### config.mk
export PLATFORM = sky130hd
export DESIGN_NAME = mem_access_arbiter_flat
export DESIGN_NICKNAME = d
export VERILOG_FILES = /design/src/rtl/mem_access_arbiter_if.sv /design/src/rtl/mem_access_arbiter.sv /design/src/flat_wrapper.sv
export SDC_FILE = /design/constraint.sdc
export NUM_CORES = 1
export LEC_CHECK = 0
export ABC_CLOCK_PERIOD_IN_PS = 1800
export BUFFER_PORTS_ARGS = -buffer_cell sky130_fd_sc_hd__buf_2
export CORE_ASPECT_RATIO = 1.4
export CORE_MARGIN = 2
export CORE_UTILIZATION = 42
export CTS_BUF_LIST = sky130_fd_sc_hd__clkbuf_16
export CTS_CLUSTER_DIAMETER = 200
export CTS_CLUSTER_SIZE = 20
export DETAILED_ROUTE_END_ITERATION = 8
export MAX_ROUTING_LAYER = met4
export PLACE_DENSITY = 0.75
export SLEW_MARGIN = 25
export SYNTH_ARGS = -nofsm -noshare
export SYNTH_HDL_FRONTEND = slang
export SYNTH_SLANG_ARGS = --single-unit
### constraint.sdc
create_clock -name clk -period 1.8 [get_ports clk]
set_input_delay 0.36 -clock clk [delete_from_list [all_inputs] [get_ports clk]]
set_output_delay 0.36 -clock clk [all_outputs]
set_load 0.05 [all_outputs]
### src/rtl/mem_access_arbiter_if.sv
// Handshake and memory-port bundle for mem_access_arbiter.
// The arbiter uses the slave modport. The requesters and the memory use the master modport.
interface mem_access_arbiter_if;
    logic        cpu_req;
    logic        cpu_we;
    logic [9:0]  cpu_addr;
    logic [31:0] cpu_wdata;
    logic        cpu_ack;
    logic        cpu_err;
    logic [31:0] cpu_rdata;

    logic        dbg_req;
    logic [4:0]  dbg_addr;
    logic        dbg_ack;
    logic [31:0] dbg_rdata;

    logic [9:0]  mem_address;
    logic [31:0] mem_writeData;
    logic        mem_MemWrite;
    logic        mem_readMode;
    logic [4:0]  mem_displayAddress;
    logic [31:0] mem_rdata;

    modport slave (
        input  cpu_req, cpu_we, cpu_addr, cpu_wdata,
        output cpu_ack, cpu_err, cpu_rdata,
        input  dbg_req, dbg_addr,
        output dbg_ack, dbg_rdata,
        output mem_address, mem_writeData, mem_MemWrite, mem_readMode, mem_displayAddress,
        input  mem_rdata
    );

    modport master (
        output cpu_req, cpu_we, cpu_addr, cpu_wdata,
        input  cpu_ack, cpu_err, cpu_rdata,
        output dbg_req, dbg_addr,
        input  dbg_ack, dbg_rdata,
        input  mem_address, mem_writeData, mem_MemWrite, mem_readMode, mem_displayAddress,
        output mem_rdata
    );
endinterface

### src/rtl/mem_access_arbiter.sv
// Arbitrates the shared instruction/data memory port between the CPU and the debug/display reader.
// Optional feature: define MEM_ARB_STARVE_GUARD_EN to force a debug grant after STARVE_MAX contended CPU grants.
module mem_access_arbiter #(
    parameter int ADDRESS    = 80,
    parameter int RD_LATENCY = 1,
    parameter int STARVE_MAX = 4
) (
    input  logic                 clk,
    input  logic                 rst,
    mem_access_arbiter_if.slave  bus
);
    localparam logic [1:0] IDLE  = 2'd0;
    localparam logic [1:0] ISSUE = 2'd1;
    localparam logic [1:0] WAIT  = 2'd2;
    localparam logic [1:0] DONE  = 2'd3;

    localparam logic [9:0] DATA_BASE = 10'(ADDRESS);
    localparam logic [1:0] WAIT_LAST = 2'(RD_LATENCY - 1);

    if (RD_LATENCY < 1 || RD_LATENCY > 3 || STARVE_MAX < 1 || STARVE_MAX > 7) begin : g_param_check
        $error("mem_access_arbiter: RD_LATENCY must be 1..3 and STARVE_MAX 1..7");
    end

    logic [1:0]  state_reg;
    logic        grant_dbg_reg;
    logic        we_reg;
    logic [1:0]  wait_cnt_reg;
    logic        cpu_ack_reg;
    logic        cpu_err_reg;
    logic        dbg_ack_reg;
    logic [31:0] cpu_rdata_reg;
    logic [31:0] dbg_rdata_reg;
    logic [9:0]  mem_address_reg;
    logic [31:0] mem_writeData_reg;
    logic        mem_MemWrite_reg;
    logic        mem_readMode_reg;
    logic [4:0]  mem_displayAddress_reg;

    logic cpu_illegal;
    logic pick_dbg;

    // Misaligned, past the last word, or a write into the read-only instruction region.
    assign cpu_illegal = (bus.cpu_addr[1:0] != 2'b00) ||
                         (bus.cpu_addr > 10'd1020) ||
                         (bus.cpu_we && (bus.cpu_addr < DATA_BASE));

`ifdef MEM_ARB_STARVE_GUARD_EN
    logic [2:0] starve_cnt_reg;

    assign pick_dbg = bus.dbg_req && (!bus.cpu_req || (starve_cnt_reg == 3'(STARVE_MAX)));

    always_ff @(posedge clk) begin
        if (rst) begin
            starve_cnt_reg <= 3'd0;
        end else if (state_reg == IDLE) begin
            if (!bus.dbg_req || pick_dbg) begin
                starve_cnt_reg <= 3'd0;
            end else if (bus.cpu_req) begin
                starve_cnt_reg <= starve_cnt_reg + 3'd1;
            end
        end
    end
`else
    assign pick_dbg = bus.dbg_req && !bus.cpu_req;
`endif

    always_ff @(posedge clk) begin
        if (rst) begin
            state_reg              <= IDLE;
            grant_dbg_reg          <= 1'b0;
            we_reg                 <= 1'b0;
            wait_cnt_reg           <= 2'd0;
            cpu_ack_reg            <= 1'b0;
            cpu_err_reg            <= 1'b0;
            dbg_ack_reg            <= 1'b0;
            cpu_rdata_reg          <= 32'd0;
            dbg_rdata_reg          <= 32'd0;
            mem_address_reg        <= 10'd0;
            mem_writeData_reg      <= 32'd0;
            mem_MemWrite_reg       <= 1'b0;
            mem_readMode_reg       <= 1'b0;
            mem_displayAddress_reg <= 5'd0;
        end else begin
            case (state_reg)
                IDLE: begin
                    if (pick_dbg) begin
                        grant_dbg_reg          <= 1'b1;
                        we_reg                 <= 1'b0;
                        // Pointing at the data region keeps that memory bank enabled for the display path.
                        mem_address_reg        <= DATA_BASE;
                        mem_displayAddress_reg <= bus.dbg_addr;
                        mem_readMode_reg       <= 1'b1;
                        mem_MemWrite_reg       <= 1'b0;
                        state_reg              <= ISSUE;
                    end else if (bus.cpu_req) begin
                        grant_dbg_reg <= 1'b0;
                        we_reg        <= bus.cpu_we;
                        if (cpu_illegal) begin
                            cpu_ack_reg <= 1'b1;
                            cpu_err_reg <= 1'b1;
                            state_reg   <= DONE;
                        end else begin
                            mem_address_reg   <= bus.cpu_addr;
                            mem_writeData_reg <= bus.cpu_wdata;
                            mem_MemWrite_reg  <= bus.cpu_we;
                            mem_readMode_reg  <= 1'b0;
                            state_reg         <= ISSUE;
                        end
                    end
                end
                ISSUE: begin
                    if (we_reg) begin
                        mem_MemWrite_reg <= 1'b0;
                        cpu_ack_reg      <= 1'b1;
                        cpu_err_reg      <= 1'b0;
                        state_reg        <= DONE;
                    end else begin
                        wait_cnt_reg <= WAIT_LAST;
                        state_reg    <= WAIT;
                    end
                end
                WAIT: begin
                    if (wait_cnt_reg == 2'd0) begin
                        mem_readMode_reg <= 1'b0;
                        if (grant_dbg_reg) begin
                            dbg_rdata_reg <= bus.mem_rdata;
                            dbg_ack_reg   <= 1'b1;
                        end else begin
                            cpu_rdata_reg <= bus.mem_rdata;
                            cpu_ack_reg   <= 1'b1;
                            cpu_err_reg   <= 1'b0;
                        end
                        state_reg <= DONE;
                    end else begin
                        wait_cnt_reg <= wait_cnt_reg - 2'd1;
                    end
                end
                default: begin
                    cpu_ack_reg <= 1'b0;
                    cpu_err_reg <= 1'b0;
                    dbg_ack_reg <= 1'b0;
                    state_reg   <= IDLE;
                end
            endcase
        end
    end

    assign bus.cpu_ack            = cpu_ack_reg;
    assign bus.cpu_err            = cpu_err_reg;
    assign bus.cpu_rdata          = cpu_rdata_reg;
    assign bus.dbg_ack            = dbg_ack_reg;
    assign bus.dbg_rdata          = dbg_rdata_reg;
    assign bus.mem_address        = mem_address_reg;
    assign bus.mem_writeData      = mem_writeData_reg;
    assign bus.mem_MemWrite       = mem_MemWrite_reg;
    assign bus.mem_readMode       = mem_readMode_reg;
    assign bus.mem_displayAddress = mem_displayAddress_reg;
endmodule

### src/flat_wrapper.sv
// flat-port wrapper written by rule: the top's interface ports become plain ports
module mem_access_arbiter_flat 
#(
    parameter int ADDRESS    = 80,
    parameter int RD_LATENCY = 1,
    parameter int STARVE_MAX = 4
)
  (clk, rst, bus_cpu_req, bus_cpu_we, bus_cpu_addr, bus_cpu_wdata, bus_cpu_ack, bus_cpu_err, bus_cpu_rdata, bus_dbg_req, bus_dbg_addr, bus_dbg_ack, bus_dbg_rdata, bus_mem_address, bus_mem_writeData, bus_mem_MemWrite, bus_mem_readMode, bus_mem_displayAddress, bus_mem_rdata);
  mem_access_arbiter_if bus_i ();
  input  logic clk;
  input  logic rst;
  input wire logic [$bits(bus_i.cpu_req)-1:0] bus_cpu_req;
  input wire logic [$bits(bus_i.cpu_we)-1:0] bus_cpu_we;
  input wire logic [$bits(bus_i.cpu_addr)-1:0] bus_cpu_addr;
  input wire logic [$bits(bus_i.cpu_wdata)-1:0] bus_cpu_wdata;
  output wire logic [$bits(bus_i.cpu_ack)-1:0] bus_cpu_ack;
  output wire logic [$bits(bus_i.cpu_err)-1:0] bus_cpu_err;
  output wire logic [$bits(bus_i.cpu_rdata)-1:0] bus_cpu_rdata;
  input wire logic [$bits(bus_i.dbg_req)-1:0] bus_dbg_req;
  input wire logic [$bits(bus_i.dbg_addr)-1:0] bus_dbg_addr;
  output wire logic [$bits(bus_i.dbg_ack)-1:0] bus_dbg_ack;
  output wire logic [$bits(bus_i.dbg_rdata)-1:0] bus_dbg_rdata;
  output wire logic [$bits(bus_i.mem_address)-1:0] bus_mem_address;
  output wire logic [$bits(bus_i.mem_writeData)-1:0] bus_mem_writeData;
  output wire logic [$bits(bus_i.mem_MemWrite)-1:0] bus_mem_MemWrite;
  output wire logic [$bits(bus_i.mem_readMode)-1:0] bus_mem_readMode;
  output wire logic [$bits(bus_i.mem_displayAddress)-1:0] bus_mem_displayAddress;
  input wire logic [$bits(bus_i.mem_rdata)-1:0] bus_mem_rdata;
  assign bus_i.cpu_req = bus_cpu_req;
  assign bus_i.cpu_we = bus_cpu_we;
  assign bus_i.cpu_addr = bus_cpu_addr;
  assign bus_i.cpu_wdata = bus_cpu_wdata;
  assign bus_cpu_ack = bus_i.cpu_ack;
  assign bus_cpu_err = bus_i.cpu_err;
  assign bus_cpu_rdata = bus_i.cpu_rdata;
  assign bus_i.dbg_req = bus_dbg_req;
  assign bus_i.dbg_addr = bus_dbg_addr;
  assign bus_dbg_ack = bus_i.dbg_ack;
  assign bus_dbg_rdata = bus_i.dbg_rdata;
  assign bus_mem_address = bus_i.mem_address;
  assign bus_mem_writeData = bus_i.mem_writeData;
  assign bus_mem_MemWrite = bus_i.mem_MemWrite;
  assign bus_mem_readMode = bus_i.mem_readMode;
  assign bus_mem_displayAddress = bus_i.mem_displayAddress;
  assign bus_i.mem_rdata = bus_mem_rdata;
  mem_access_arbiter #(.ADDRESS(ADDRESS), .RD_LATENCY(RD_LATENCY), .STARVE_MAX(STARVE_MAX)) u_core (.clk(clk), .rst(rst), .bus(bus_i));
endmodule
# --- Word-level counts from Yosys, hierarchy flattened ---
# Cells that the tools add are included.
totals:
  reg_bits: 122
  latch_bits: 0
  ram_bits: 0
  mem_bits_ro: 0
  in_bits: 84
  output_inout_bits: 116
  word_cells: 99
  n_memories: 0
classes:
  n_addsub: 1
  multipliers: 0
  n_div: 0
  magnitude_cmp: 2
  eq_ne: 14
  n_shift: 0
  mux: 39
  bitwise_logic: 4
  n_reduce_logical: 25
op_table:
  columns: ["cell", "n"]
  rows:
  - ["$mux 10", 3]
  - ["$mux 1", 23]
  - ["$reduce_and 3->1", 5]
  - ["$mux 2", 6]
  - ["$ne 2x2->1 const B", 6]
  - ["$reduce_and 4->1", 3]
  - ["$gt 10x10->1 const B", 1]
  - ["$lt 10x7->1 const B", 1]
  - ["$reduce_bool 2->1", 5]
  - ["$ne 2x1->1 const B", 4]
  - ["$pmux 1 s2", 3]
  - ["$pmux 1 s3", 2]
  - ["$pmux 2 s3", 1]
  - ["$reduce_and 2->1", 3]
  - ["$reduce_and 6->1", 1]
  - ["$logic_not 2->1", 2]
  - ["$not 1->1", 4]
  - ["$pmux 2 s2", 1]
  - ["$ne 3x2->1 const B", 1]
  - ["$ne 3x3->1 const B", 1]
  - ["$eq 2x1->1 const B", 1]
  - ["$eq 2x2->1 const B", 1]
  - ["$logic_and 1x1->1", 2]
  - ["$logic_or 1x1->1", 2]
  - ["3 further kinds", 3]

# --- Depth between registers and ports, before layout ---
depth:
  ltp_word: 7
  mapped_depth: 9
  ltp_nobuf: 6

# --- Worst setup path after synthesis ---
# OpenSTA, ideal clock, no wires.
synth_path:
  path_kind: "input port to flip-flop"
  startpoint: "in bus_cpu_addr[8]"
  endpoint: "reg u_core.mem_address_reg[9], in the netlist u_core.bus.mem_address[9]"
  setup_ps: 132
  arrival_time_ps: 1613
  required_time_ps: 1668
  setup_slack_ps: 55
  cell_stages: 6
  path_buffers: 2
  cell_sequence: "or4b_4 -> o2111a_1 -> buf_2 -> clkbuf_1 -> nand2_1 -> a21oi_1"
synth_between:
  elab_chain_cells: 5
synth_rtl:
  columns: ["item", "line_no", "text"]
  rows:
  - ["start: declaration", "flat_wrapper.sv:14", "input wire logic [$bits(bus_i.cpu_addr)-1:0] bus_cpu_addr;"]
  - ["$gt 10x10->1 / $lt 10x7->1 (equally long branches)", "mem_access_arbiter.sv:44, mem_access_arbiter.sv:45", null]
  - ["$logic_or 1x1->1 / $logic_and 1x1->1 (equally long branches)", "mem_access_arbiter.sv:43, mem_access_arbiter.sv:45", null]
  - ["$logic_or 1x1->1 (*)", "mem_access_arbiter.sv:44", "(bus.cpu_addr > 10'd1020) ||"]
  - ["$ne 2x2->1 (no line) (*)", null, null]
  - ["$reduce_and 3->1 (no line) (*)", null, null]
  - ["end signal: assignment", "mem_access_arbiter.sv:103", "mem_address_reg <= bus.cpu_addr;"]
  - ["end: declaration", "mem_access_arbiter.sv:33", "logic [9:0] mem_address_reg;"]
# Every way passes the cells marked *; elsewhere a longest branch is shown, timed or not.
# A chain may end at the register's enable or synchronous reset.

# --- Final worst setup path ---
layout_path:
  startpoint: "reg u_core.wait_cnt_reg[0]"
  endpoint: "reg u_core.cpu_rdata_reg[26], in the netlist u_core.bus.cpu_rdata[26]"
layout_between:
  elab_chain_cells: 2
layout_rtl:
  columns: ["item", "line_no", "text"]
  rows:
  - ["start: declaration", "mem_access_arbiter.sv:27", "logic [1:0] wait_cnt_reg;"]
  - ["start signal: assignment", "mem_access_arbiter.sv:135", "wait_cnt_reg <= wait_cnt_reg - 2'd1;"]
  - ["$logic_not 2->1", "mem_access_arbiter.sv:123", "if (wait_cnt_reg == 2'd0) begin"]
  - ["$reduce_and 3->1 (no line)", null, null]
  - ["end signal: assignment", "mem_access_arbiter.sv:129", "cpu_rdata_reg <= bus.mem_rdata;"]
  - ["end: declaration", "mem_access_arbiter.sv:31", "logic [31:0] cpu_rdata_reg;"]
# Every way passes these cells.

==> out/qor.log <==
[route] per-cell routed wire length 14.2 um
[finish] final-stage net count 850
[route] top layer in use met4
[synth] Seq/Total Area, Yosys 0.539
[floorplanning] die extent in y 127 um
[timing] smallest hold slack 0.197 ns
[route] number of vias in the routed layout 4585
[clock_network] clock latency of the later-clocked register in the worst-skew pair 0.40 ns
[synth] post-synth top area share 0.539
[clock_network] CTS tree yes
[route] DRT met1 WL 5020 um
[worst_setup_path] crit path max fanout 32
[finish] Layout area overhead 41.3%
[place] HPWL Detailed 9350 um
[finish] share of final-layout standard cells stronger than drive strength 1 0.330
[worst_setup_path] crit path kind flip-flop to flip-flop
[global_route] Total GRT Usage 0.228
[worst_setup_path] Register-to-Register Setup Slack 0.14 ns
[worst_hold_path] Worst Hold Class primary input to flip-flop
[clock_network] maximum buffer depth of the clock tree 2
[route] Met3 Routed Length 889 um
[place] area of placed instances 5780 sq um
[timing] relative slew slack 0.697
[worst_setup_path] Req. time, crit path 2.08 ns
[route] Routed WL 13000 um
[worst_setup_path] Worst R2R Start u_core.wait_cnt_reg[0]
[power_and_ir_drop] Pwr per Cell Area 1520 nW/um^2
[synth] Post-synth top flop sky130_fd_sc_hd__dfxtp_1
[synth] most area-consuming cells after synthesis sky130_fd_sc_hd__dfxtp_1, sky130_fd_sc_hd__nand2_1, sky130_fd_sc_hd__a21oi_1, sky130_fd_sc_hd__clkbuf_1, sky130_fd_sc_hd__ha_1
[clock_network] H-tree levels 4
[place] GPL Wtd Cong 0.786
[worst_setup_path] worst path arrival time 1.94 ns
[floorplanning] Die Wd 91.8 um
[timing] min Tclk post-route 1.66 ns
[synth] netlist area before placement 4530 sq um
[synth] cells after synthesis 566
[route] number of detailed-route iterations in the first pass 4
[route] average vias per placed instance 5.03
[worst_hold_path] beginning of the worst hold path bus_cpu_wdata[14]
[global_route] pin count of the biggest net entering global routing 55
[route] Routed Antenna Nets 0
[finish] final std cell area, no fill 6400 sq um
[finish] fraction of the core area covered by cells at the end of the flow 0.612
[timing] slew at the pin closest to its max-slew limit 0.455 ns
[synth] Synth Warn # 0
[synth] flop and latch count out of synthesis 122
[outcome] status finished, final reports clean
[synth] post-synthesis async set-or-reset flop share 0
[timing] final sum of negative setup slack 0 ns
[synth] Mapped Nets 655
[timing] final setup violation count 0
[worst_setup_path] critical path launch point u_core.wait_cnt_reg[0]
[route] Iteration-0 DRC Markers 240
[synth] leading cell types by count after synthesis sky130_fd_sc_hd__nand2_1, sky130_fd_sc_hd__dfxtp_1, sky130_fd_sc_hd__a21oi_1, sky130_fd_sc_hd__clkbuf_1, sky130_fd_sc_hd__nor2_1
[synth] most repeated cell in the gate-level netlist after synthesis sky130_fd_sc_hd__nand2_1
[timing] final hold violation count 0
[global_route] antenna violations before repair 1
[power_and_ir_drop] maximum VDD drop 0.980 mV
[timing] final number of max-transition violations 0
[floorplanning] standard-cell row count 44
[timing] largest clock skew in the final design 0.00611 ns
[flow_run] number of violations of the max-capacitance limit 0
[synth] number of flops mapped to enable cells by yosys 0
[global_route] overflow left after global routing 0
[clock_network] clock sink count 122
[synth] mean instance size in the synthesized netlist 8.00 sq um
[floorplanning] Starting Density 0.433
[global_route] global-route wire length before repair 20700 um
[floorplanning] core region area 10500 sq um
[synth] number of distinct library cells after synthesis 35
[timing] RSZ-0062 raised after global routing false
[timing] f_max 603 MHz
[power_and_ir_drop] leakage power of the design 2.83 nW
[floorplanning] die area 11600 sq um
[global_route] vias in the first global route 4498
[floorplanning] I/O pins 200
[place] count of port buffers added during placement 199
[clock_network] CTS Root Buffer Type sky130_fd_sc_hd__clkbuf_16
[route] DRC violations left 0
[clock_network] clock slew seen by the registers of the worst setup and hold paths 0.05 ns
[worst_setup_path] critical path capture point type flip-flop
[route] Detail Route met2 WL 6760 um
[synth] library cell occupying the most area in the post-synthesis netlist sky130_fd_sc_hd__dfxtp_1
[worst_setup_path] crit start category flip-flop
[timing] portion of the clock cycle consumed by the worst path in the final layout 0.921
[clock_network] CTS buffer count 17
[metal layers]
layer	vias up	GRT usage
li1	2249	-
met1	2106	0.248
met2	201	0.389
met3	29	0.0606
met4	0	0.104
met5	-	-
[repair_timing]
item | in CTS | in global routing
setup endpoints to repair | 0 | 2
buffers inserted | 0 | 0
gates resized for setup | 0 | 1
hold buffers | 0 | 0
[cells in the final DEF (no fill, tap or decap), types with 2 or more instances in the layout]
cell	Yosys	final
sky130_fd_sc_hd__a32oi_1	2	2
sky130_fd_sc_hd__clkinv_1	0	3
sky130_fd_sc_hd__nor2b_1	2	2
sky130_fd_sc_hd__o21ai_0	3	3
sky130_fd_sc_hd__ha_1	5	5
sky130_fd_sc_hd__nor3_1	6	6
sky130_fd_sc_hd__inv_1	7	7
sky130_fd_sc_hd__buf_2	6	198
sky130_fd_sc_hd__bufinv_16	0	4
sky130_fd_sc_hd__o211ai_1	2	2
sky130_fd_sc_hd__dfxtp_1	122	122
sky130_fd_sc_hd__mux2i_1	3	3
sky130_fd_sc_hd__a31oi_1	3	3
sky130_fd_sc_hd__buf_4	0	12
sky130_fd_sc_hd__a311oi_1	2	2
sky130_fd_sc_hd__clkinv_2	0	2
sky130_fd_sc_hd__nand2_1	214	214
sky130_fd_sc_hd__nor2_1	10	9
sky130_fd_sc_hd__and2_1	2	2
sky130_fd_sc_hd__nand3_1	8	8
sky130_fd_sc_hd__buf_12	0	8
sky130_fd_sc_hd__a21oi_1	111	111
sky130_fd_sc_hd__clkbuf_16	0	17
sky130_fd_sc_hd__a211oi_1	3	3
sky130_fd_sc_hd__nand2b_1	4	4
sky130_fd_sc_hd__nor4b_4	2	2
sky130_fd_sc_hd__clkinvlp_4	0	4
[power by group]
part           total, mW  switching, mW  internal, mW
Sequential          3.26          0.209          3.05
Combinational       3.02           2.16         0.859
Clock               3.44           1.15          2.29
Total               9.72           3.52          6.20
[worst max-delay path: stages (launching register included)]
cell and delay [ns]:
sky130_fd_sc_hd__dfxtp_1 0.32, sky130_fd_sc_hd__inv_1 0.06, sky130_fd_sc_hd__ha_1 0.34, sky130_fd_sc_hd__nand2_1 0.16, sky130_fd_sc_hd__or2_2 0.33, sky130_fd_sc_hd__buf_12 0.18, sky130_fd_sc_hd__nand2_1 0.08, sky130_fd_sc_hd__a21oi_1 0.06
[worst paths after layout]
kind              cells after the start                            to
setup / recovery                      7      u_core.bus.cpu_rdata[26]
hold / removal                        3  u_core.bus.mem_writeData[14]
setup reg to reg                      7      u_core.bus.cpu_rdata[26]
hold reg to reg                       2  u_core.bus.mem_writeData[22]
[layout make-up]
class / instances / area [sq um]
antenna: 1 / 2.50
tap: 138 / 173
fill: 951 / 4060
multi-input combinational: 395 / 1910
timing repair buffer: 218 / 1240
sequential: 122 / 2440
clock buffer: 17 / 425
clock inverter: 14 / 180
inverter: 7 / 26.3
[cells by family (layout without fill, tap and decap cells)]
group / Yosys count / count (layout) / share of synthesized area
fa+ha+maj: 5 / 5 / 0.0138
simple gates: 252 / 252 / 0.230
flops: 122 / 122 / 0.539
other cells: 0 / 1 / 0
buf+inv: 49 / 256 / 0.0439
mux: 4 / 4 / 0.00912
compound gates: 134 / 134 / 0.163
[metrics by stage]
step | worst slack (ns) | total power [mW] | cells
floorplan | 0.0548 | 5.41 | 566
global placement | -0.0681 | 6.26 | 880
detailed placement | -0.0888 | 6.32 | 880
CTS | 0.102 | 9.79 | 911
global route | 0.000584 | 10.2 | 912
finish | 0.141 | 9.72 | 912
Power figures use the tool's default switching activity.
